`config.mk`:
```
export PLATFORM = sky130hd
export DESIGN_NAME = div_share_arbiter
export DESIGN_NICKNAME = d
export VERILOG_FILES = /design/src/rtl/div_share_arbiter.sv
export SDC_FILE = /design/constraint.sdc
export NUM_CORES = 1
export LEC_CHECK = 0
export CORE_AREA = 2 2 121 123
export DETAILED_ROUTE_END_ITERATION = 6
export DIE_AREA = 0 0 123 125
export DONT_BUFFER_PORTS = 1
export SYNTH_ARGS = -nofsm -noshare
export SYNTH_HDL_FRONTEND = slang
export SYNTH_SLANG_ARGS = --single-unit
```
`constraint.sdc`:
```
create_clock -name clk -period 3.14 [get_ports clk]
set_input_delay 0.628 -clock clk [delete_from_list [all_inputs] [get_ports clk]]
set_output_delay 0.628 -clock clk [all_outputs]
set_load 0.01 [all_outputs]
```
`src/rtl/div_share_arbiter.sv`:
```
// rtl/div_share_arbiter.sv - two-requester round-robin front end for one shared divider
//
// Purpose:
//   Shares a single multi-cycle divider between two requesters.
//   Only one operation is in flight at a time. The block sequences each
//   operation through IDLE -> LAUNCH -> WAIT -> RESP. A watchdog aborts an
//   operation whose divider never reports completion.
//
// Parameters:
//   TIMEOUT_CYC   maximum WAIT cycles before the operation is aborted with rsp_err=1
//   ID_W          width of rsp_id
//
// Ports:
//   clk, nreset                       clock (rising edge), async active-low reset
//   req_valid[1:0] / req_ready[1:0]   per-requester request / one-hot accept
//   req{0,1}_dividend, req{0,1}_divisor   24-bit operands per requester
//   div_en, div_dividend, div_divisor     start pulse and operands to the divider
//   div_quotient, div_remainder, div_done, div_busy   divider results and status
//   rsp_valid / rsp_ready             result handshake
//   rsp_id, rsp_quotient, rsp_remainder, rsp_err      result payload
//
// Build option:
//   DIV_ZERO_BYPASS_EN   when defined, a zero divisor is answered directly
//                        (quotient all ones, remainder = dividend, rsp_err=1)
//                        without starting the divider.

module div_share_arbiter #(
   parameter int TIMEOUT_CYC = 64,
   parameter int ID_W        = 1
) (
   input  logic            clk,
   input  logic            nreset,
   input  logic [1:0]      req_valid,
   output logic [1:0]      req_ready,
   input  logic [23:0]     req0_dividend,
   input  logic [23:0]     req0_divisor,
   input  logic [23:0]     req1_dividend,
   input  logic [23:0]     req1_divisor,
   output logic            div_en,
   output logic [23:0]     div_dividend,
   output logic [23:0]     div_divisor,
   input  logic [51:0]     div_quotient,
   input  logic [23:0]     div_remainder,
   input  logic            div_done,
   input  logic            div_busy,
   output logic            rsp_valid,
   input  logic            rsp_ready,
   output logic [ID_W-1:0] rsp_id,
   output logic [51:0]     rsp_quotient,
   output logic [23:0]     rsp_remainder,
   output logic            rsp_err
);

   localparam int CNT_W = $clog2(TIMEOUT_CYC + 1);

   typedef enum logic [1:0] {
      IDLE   = 2'd0,
      LAUNCH = 2'd1,
      WAIT   = 2'd2,
      RESP   = 2'd3
   } state_t;

   state_t           state;
   logic             ptr;       // requester favoured when both are valid
   logic             cur_id;    // requester owning the current operation
   logic [CNT_W-1:0] cnt;       // WAIT cycle counter

   logic             grant_id;
   logic [23:0]      sel_dividend;
   logic [23:0]      sel_divisor;

   // A lone requester always wins; the pointer only breaks ties.
   // req_ready and div_en must respond in the same cycle as their inputs,
   // so they are decoded from the state rather than registered.
   always_comb begin
      grant_id     = (req_valid == 2'b11) ? ptr : req_valid[1];
      sel_dividend = grant_id ? req1_dividend : req0_dividend;
      sel_divisor  = grant_id ? req1_divisor  : req0_divisor;
      req_ready    = 2'b00;
      if (state == IDLE && (|req_valid))
         req_ready = grant_id ? 2'b10 : 2'b01;
      div_en       = (state == LAUNCH) && !div_busy;
   end

   assign rsp_valid = (state == RESP);

   always_ff @(posedge clk or negedge nreset) begin
      if (!nreset) begin
         state         <= IDLE;
         ptr           <= 1'b0;
         cur_id        <= 1'b0;
         cnt           <= '0;
         div_dividend  <= '0;
         div_divisor   <= '0;
         rsp_id        <= '0;
         rsp_quotient  <= '0;
         rsp_remainder <= '0;
         rsp_err       <= 1'b0;
      end else begin
         case (state)
            IDLE: begin
               if (|req_valid) begin
                  cur_id       <= grant_id;
                  rsp_id       <= ID_W'(grant_id);
                  div_dividend <= sel_dividend;
                  div_divisor  <= sel_divisor;
                  cnt          <= '0;
`ifdef DIV_ZERO_BYPASS_EN
                  if (sel_divisor == 24'd0) begin
                     rsp_quotient  <= '1;
                     rsp_remainder <= sel_dividend;
                     rsp_err       <= 1'b1;
                     state         <= RESP;
                  end else begin
                     state <= LAUNCH;
                  end
`else
                  state <= LAUNCH;
`endif
               end
            end

            LAUNCH: begin
               // div_en is high in exactly the cycle that leaves LAUNCH.
               if (!div_busy) begin
                  cnt   <= '0;
                  state <= WAIT;
               end
            end

            WAIT: begin
               cnt <= cnt + 1'b1;
               // Completion wins over a timeout landing in the same cycle.
               if (div_done) begin
                  rsp_quotient  <= div_quotient;
                  rsp_remainder <= div_remainder;
                  rsp_err       <= 1'b0;
                  state         <= RESP;
               end else if (cnt == CNT_W'(TIMEOUT_CYC - 1)) begin
                  rsp_quotient  <= '0;
                  rsp_remainder <= '0;
                  rsp_err       <= 1'b1;
                  state         <= RESP;
               end
            end

            RESP: begin
               // No grant in the handshake cycle: req_ready is only decoded in IDLE.
               if (rsp_ready) begin
                  ptr   <= ~cur_id;
                  state <= IDLE;
               end
            end

            default: state <= IDLE;
         endcase
      end
   end

endmodule

```
Yosys cells after proc, flatten, opt, wreduce, memory -nomap -nowiden
Index checks and enable logic that the tools add are counted.
{"block": "word_totals", "rom_bits": 0, "regBits": 136, "inputBits": 179, "out_inout_bits": 130, "ram_bits": 0, "latchBits": 0, "mem_count": 0, "elab_cells": 52}
{"block": "classes", "magnitude_cmp": 0, "reduce_logical": 12, "muxes": 20, "add_sub_neg": 1, "n_shift": 0, "div": 0, "mul": 0, "n_eq_ne": 9, "bitwise_logic": 1}
{"op": "two-way mux 52 bit", "n": 2}
{"op": "two-way mux 24 bit", "n": 4}
{"op": "case mux 7 bit (3 select lines)", "n": 1}
{"op": "two-way mux 2 bit", "n": 7}
{"op": "two-way mux 7 bit", "n": 2}
{"op": "case mux 2 bit (4 select lines)", "n": 1}
{"op": "adder 7 x 1 -> 7 bit, second input constant", "n": 1}
{"op": "== test 7 x 6 -> 1 bit, second input constant", "n": 1}
{"op": "== test 2 bit, second input constant", "n": 3}
{"op": "AND reduction 2 bit", "n": 3}
{"op": "!= test 2 x 1 -> 1 bit, second input constant", "n": 2}
{"op": "AND reduction 4 bit", "n": 1}
{"op": "two-way mux 1 bit", "n": 3}
{"op": "!= test 3 bit, second input constant", "n": 1}
{"op": "AND reduction 3 bit", "n": 1}
{"op": "nonzero test 3 bit", "n": 1}
{"op": "== test 2 x 1 -> 1 bit, second input constant", "n": 1}
{"op": "logical AND 1 bit", "n": 2}
{"op": "logical NOT 2 bit", "n": 1}
{"op": "!= test 2 bit, second input constant", "n": 1}
{"op": "nonzero test 2 bit", "n": 1}
{"op": "OR reduction 2 bit", "n": 1}
{"op": "logical NOT 1 bit", "n": 1}
{"op": "inverter 1 bit", "n": 1}

Logic depth before layout (Yosys ltp)
Gate-level depths: netlist of the first run.
{"block": "depth", "depth_word": 4, "ltp_mapped": 8, "ltp_nobuf": 6}

Worst setup path before layout of the first run
No wires, ideal clock.
{"block": "synth_timing", "path_type": "register -> output", "from": "reg state[0]", "to": "out req_ready[1]", "t_required_ns": 2.512, "path_slack_ns": 1.204, "n_path_buf": 1, "stages_incl_launch_ff": 6, "arrival_time_ns": 1.308, "cell_sequence": "dfrtp_1 inv_1 ha_1 nand2_1 a21oi_1 clkbuf_1"}
{"block": "synth_between", "elab_chain_cells": 3}
{"element": "start: declaration", "line_no": "63", "text": "state_t state;"}
{"element": "start signal: assignment", "line_no": "89", "text": "state <= IDLE;"}
{"element": "start signal: assignment", "line_no": "118", "text": "state <= LAUNCH;"}
{"element": "start signal: assignment", "line_no": "127", "text": "state <= WAIT;"}
{"element": "logical NOT 2 bit", "line_no": "80", "text": "if (state == IDLE && (|req_valid))"}
{"element": "logical AND 1 bit", "line_no": "80"}
{"element": "two-way mux 2 bit", "line_no": "80"}
{"element": "end: declaration", "line_no": "34", "text": "output logic [1:0] req_ready,"}
Every way passes these cells.

Worst setup path in the final report of the first run
Same ends and word-level chain as after synthesis.

==> results of run 1 <==
==> sequential cells by signal, indices dropped and copies added, names as in the netlist <==
signal	count
cnt	7
cur_id	1
div_dividend	24
div_divisor	24
ptr	1
rsp_err	1
rsp_quotient	52
rsp_remainder	24
state	2
==> per-layer routing <==
layer	share of wire, %	vias up	track usage, %	wire length (um)
li1	-	1515	-	-
met1	38	1741	19.1	4990
met2	48	262	26.7	6390
met3	12	17	7.94	1640
met4	1.7	0	7.02	227
met5	0	-	0	0
==> final cells by class <==
| cell class | count | area [sq um] |
|---|---|---|
| clock buffers | 19 | 443 |
| clock inverters | 13 | 146 |
| fillers | 1296 | 8160 |
| inverters | 52 | 195 |
| multi-input cells | 181 | 1570 |
| flip-flops and latches | 136 | 3400 |
| well taps | 184 | 230 |
| repair buffers | 4 | 55.1 |
==> cells in the mapped netlist <==
cell / number / area [sq um]
dfrtp_1: 136 / 3400
a22o_1: 77 / 674
inv_1: 52 / 195
a222oi_1: 48 / 480
clkbuf_1: 19 / 71.3
nand2_1: 10 / 37.5
buf_2: 8 / 40.0
ha_1: 7 / 87.6
nand3_1: 7 / 35.0
a21oi_1: 6 / 30.0
buf_6: 5 / 56.3
o21ai_0: 5 / 25.0
and2_1: 3 / 18.8
nor2b_1: 2 / 12.5
o31ai_1: 2 / 15.0
a21o_1: 1 / 7.51
a21oi_2: 1 / 8.76
a31oi_1: 1 / 6.26
and4_4: 1 / 11.3
buf_4: 1 / 7.51
mux2_1: 1 / 11.3
mux2i_1: 1 / 10.0
nand2b_1: 1 / 6.26
nand2b_4: 1 / 13.8
o211ai_1: 1 / 7.51
o21a_1: 1 / 7.51
o21ai_1: 1 / 5.00
o32a_1: 1 / 10.0
o41ai_1: 1 / 8.76
or3b_1: 1 / 8.76
==> timing repair <==
action,in CTS,in global routing
endpoints found under the setup margin,0,0
endpoints found under the hold margin,136,136
resized for setup,0,0
==> kinds of logic (layout without fill, tap and decap cells) <==
group	count (synthesis)	after routing	share of synthesized area, %
mux	2	2	0.400
fa+ha+maj	7	7	1.65
compound gates	146	146	24.2
buf+inv	85	88	6.97
simple gates	26	26	2.71
flops	136	136	64.1
==> worst paths after layout <==
| check | endpoint | depth (start not counted) |
|---|---|---|
| setup / recovery | req_ready[1] | 4 |
| hold / removal | rsp_quotient[18] | 0 |
| setup reg to reg | div_dividend[6] | 7 |
| hold reg to reg | cnt[4] | 1 |
| max in group asynchronous | cur_id | 0 |
| min in group clk | ptr | 1 |
==> through the flow <==
stage               setup WS [ps]  std cells
global placement             1290        557
floorplan                    1200        402
CTS                           950        589
detailed placement           1210        557
global route                  879        589
finish                        981        589
==> power by group <==
| group | internal, W | total, W | switching (W) |
|---|---|---|---|
| sequential | 0.00255 | 0.00354 | 0.000990 |
| clock | 0.00120 | 0.00194 | 0.000742 |
| combinational | 0.000826 | 0.00164 | 0.000817 |
==> results.cfg, run 1 <==
[timing]
finalHoldViolCount = 136
worst-slew-pin-transition_ps = 1190
slew-limit-headroom_pct = 20.2
fmax_mhz = 463
period_share_pct = 68.7
hold_ws_ps = -81.0
skew_ps = 5.70
drv_slew = 0
period_minus_slack_ps = 2160
finalSetupTns_ps = 0
rsz0062_at_grt = false
setup_viol = 0

[cells_and_area]
final_core_util_pct = 42.6
area_delta_synth_final_pct = 13.8
final_area_sq_um = 6050
layout-drive-gt1-share_pct = 10.4
n_antenna_cell = 0
fin_nets = 578
final_cell_mix = 136 x dfrtp_1, 77 x a22o_1, 52 x inv_1
mostFrequentLayoutCell = dfrtp_1

[run]
maxCapViolations = 0

[setup_path]
crit_path_end_kind = primary output
critPathSlowestCell = dfrtp_1
cp_data_arrival_time_ps = 1530
cp_max_fo = 5
max_stage_delay_ps = 430
critPathKind = reg -> out
rrSetupSlack_ps = 1180
cp_data_required_time_ps = 2510
cp_top_family = flip-flops
worst_setup_path_start_kind = flop
path_cells = inv_1 > ha_1 > nand2_1 > a21oi_4
path_buf_inv = 1
worstReg2RegStart = state[0]
cp-startpoint = state[0]

[grt]
grt_antenna_before_repair = 0
grt_pass1_wl_um = 19600
grt-ovfl-total = 0
grtUsageTotal_pct = 16.7
grt_pass1_vias = 3624
grt_start_max_net_pins = 137

[clock_network]
htreeDepth = 4
insertion_delay_ps = 410
cts_setup_buffers = 0
cts_tree = yes
cts_buffers = 17
cts.sinks = 136
clk_path_buf_depth = 2
cts_root_buf = clkbuf_16
clk_pin_slew_ps = 60

[placed_design]
io_buffer_count = 0
post_dp_cell_area_sq_um = 5460
gp_congestion = 0.771
dp_hpwl_um = 9130

[route]
postRouteAntennaNets = 0
drt-pass1-iter-count = 7
via_per_inst = 6.00
route.vias.total = 3535
totalWireLength_um = 13300
drc = 0
wire_per_inst_um = 22.5
drt_iter0_markers = 360

[logic_synthesis]
synth.yosys.seq_area_share_pct = 64.1
synth_seq_cells = 136
syn-num-nets = 588
ys_types = 30
synth_area_sq_um = 5310
synthCells = 402
yosysWarnings = 0
synth_area_per_cell_sq_um = 13.2

[run_status]
violations = hold timing
outcome = complete, but fails checks

[die]
io_pins = 309
floorplan.rows = 44
initial_core_util_pct = 37.4
die_h_um = 125
design.die.area_sq_um = 15400
die_w_um = 123
core_area_sq_um = 14200

[power]
peakVddDrop_mv = 0.445
power.density_nw_per_um2 = 1180
p_leak_nw = 2.96
p_total_w = 0.00712

[hold_path]
worstHoldPathType = in -> async
Note: power is estimated with default switching activity, not from simulation.
==> run 2: changes to the inputs <==
clock period = 2.2 ns   (was 3.14 ns; I/O delays follow)
==> run 2 against run 1 <==
  * First-iteration DRC count shrank 14%
  * Register-to-register slack got worse by 870 ps
  * Final area grew 0.70%
  * Non-clock buffer count unchanged
  * Largest cell class unchanged
  * Clock skew rose by 4.7 ps
  * Via count fell by 0.71%
  * Sequential share of layout area shrank 0.39 points
  * Power up 44%
  * Die area unchanged
  * The run still ends with hold timing left
==> results.cfg, run 2 (synthesis gave the netlist of run 1 again) <==
[placed_design]
dp_hpwl_um = 9030
gp_congestion = 0.772
io_buffer_count = 0

[setup_path]
r2r_cells = 6
cp_max_fo = 7
max_stage_delay_ps = 430
cp_data_required_time_ps = 1760
critPathSlowestCell = dfrtp_1
path_cells = inv_1 > ha_1 > nand2_1 > a21oi_4
critPathKind = reg -> out
worst_setup_path_start_kind = flop
crit_path_end_kind = primary output
cp_data_arrival_time_ps = 1610

[timing]
slew-limit-headroom_pct = 19.7
fmax_mhz = 487
hold_ws_ps = -279
worst-slew-pin-transition_ps = 1200
skew_ps = 10.4
finalHoldViolCount = 136
rsz0062_at_grt = false
period_share_pct = 93.4
finalSetupTns_ps = 0
period_minus_slack_ps = 2050
setup_viol = 0
drv_slew = 0

[cells_and_area]
mostFrequentLayoutCell = dfrtp_1
largest_register_ffs = 52
register_area_sq_um = 3400
fillCellCount = 1286
top_register = rsp_quotient
n_antenna_cell = 0
area_delta_synth_final_pct = 14.6
final_core_util_pct = 42.9
layout-drive-gt1-share_pct = 10.6
multi_input_area_sq_um = 1570
fin_nets = 578
final_cell_mix = 136 x dfrtp_1, 77 x a22o_1, 52 x inv_1

[power]
p_leak_nw = 2.98
peakVddDrop_mv = 0.563
power.density_nw_per_um2 = 1690

[route]
dr_wl_met3_um = 1670
wl_met2_um = 6300
route.vias.total = 3510
drt-pass1-iter-count = 7
m1WireLength_um = 5000
postRouteAntennaNets = 0
dr.max_layer_used = met4
drt_iter0_markers = 308
wire_per_inst_um = 22.3
drc = 0
totalWireLength_um = 13200
via_per_inst = 5.96

[clock_network]
insertion_delay_ps = 410
cts_setup_buffers = 0
clk_path_buf_depth = 2
cts_buffers = 17
cts_tree = yes
cts.sinks = 136
htreeDepth = 4
cts_root_buf = clkbuf_16
clk_pin_slew_ps = 60

[run]
maxCapViolations = 0

[die]
io_pins = 309
core_area_sq_um = 14200
die_h_um = 125
initial_core_util_pct = 37.4
design.die.area_sq_um = 15400
floorplan.rows = 44
die_w_um = 123

[grt]
grt_pass1_vias = 3598
grt_antenna_before_repair = 0
grt_pass1_wl_um = 19200
grt-ovfl-total = 0
grtUsageTotal_pct = 16.4
grt_start_max_net_pins = 137

[run_status]
outcome = complete, but fails checks
violations = hold timing

[hold_path]
worstHoldPathType = in -> async
## run 2: cell types whose count changed in the layout (fill, tap and decap cells not counted)
cell | previous run | this run
clkbuf_1 | 1 | 0
buf_12 | 2 | 4
clkinv_4 | 5 | 3
clkbuf_8 | 1 | 3
inv_8 | 0 | 1
buf_4 | 2 | 0
## run 2: per-layer routing
layer,global-route usage [%],vias up
li1,-,1518
met1,18.3,1714
met2,26.6,264
met3,7.85,14
met4,6.95,0
met5,0,-
## run 2: what timing repair did
action,CTS,global route
endpoints found under the setup margin,0,0
endpoints found under the hold margin,136,136
resized for setup,0,0
## run 2: through the flow
| stage | hold slack, ps | setup slack [ps] | total power, W | cells | cell area [sq um] |
|---|---|---|---|---|---|
| global placement | 147 | 386 | 0.00732 | 557 | 5480 |
| global route | -313 | 16.7 | 0.0109 | 589 | 6090 |
| CTS | -304 | 117 | 0.0104 | 589 | 6090 |
| floorplan | 144 | 452 | 0.00677 | 402 | 5310 |
| finish | -279 | 145 | 0.0103 | 589 | 6090 |
| detailed placement | 148 | 310 | 0.00746 | 557 | 5480 |
## run 2: area by class of cell
cell class,instances,share of cell area [%]
clock buffer,20,7.66
clock inverter,12,2.30
inverter,52,3.21
multi-input combinational,181,25.8
sequential,136,55.9
tap,184,3.78
timing repair buffer,4,1.31
## run 2: final timing paths
check | from | to | slack (ps)
worst min register to register | cnt[1] | cnt[1] | 530
worst max register to register | state[1] | state[1] | 310
max in group asynchronous | nreset | div_dividend[22] | 2340
min in group clk | rsp_ready | ptr | 130
worst min-delay path | nreset | rsp_quotient[13] | -280
worst max-delay path | state[1] | req_ready[1] | 150
## run 2: report_power, final
group	internal, W	switching (W)
clock	0.00177	0.00108
sequential	0.00364	0.00141
combinational	0.00120	0.00117
total	0.00661	0.00366
## run 2: worst max-delay path, delay by kind of cell, from the launching register on
family	cells	cell delay, ps
buf+inv	1	120
compound gates	1	280
fa+ha+maj	1	250
simple gates	1	110
flops	1	430
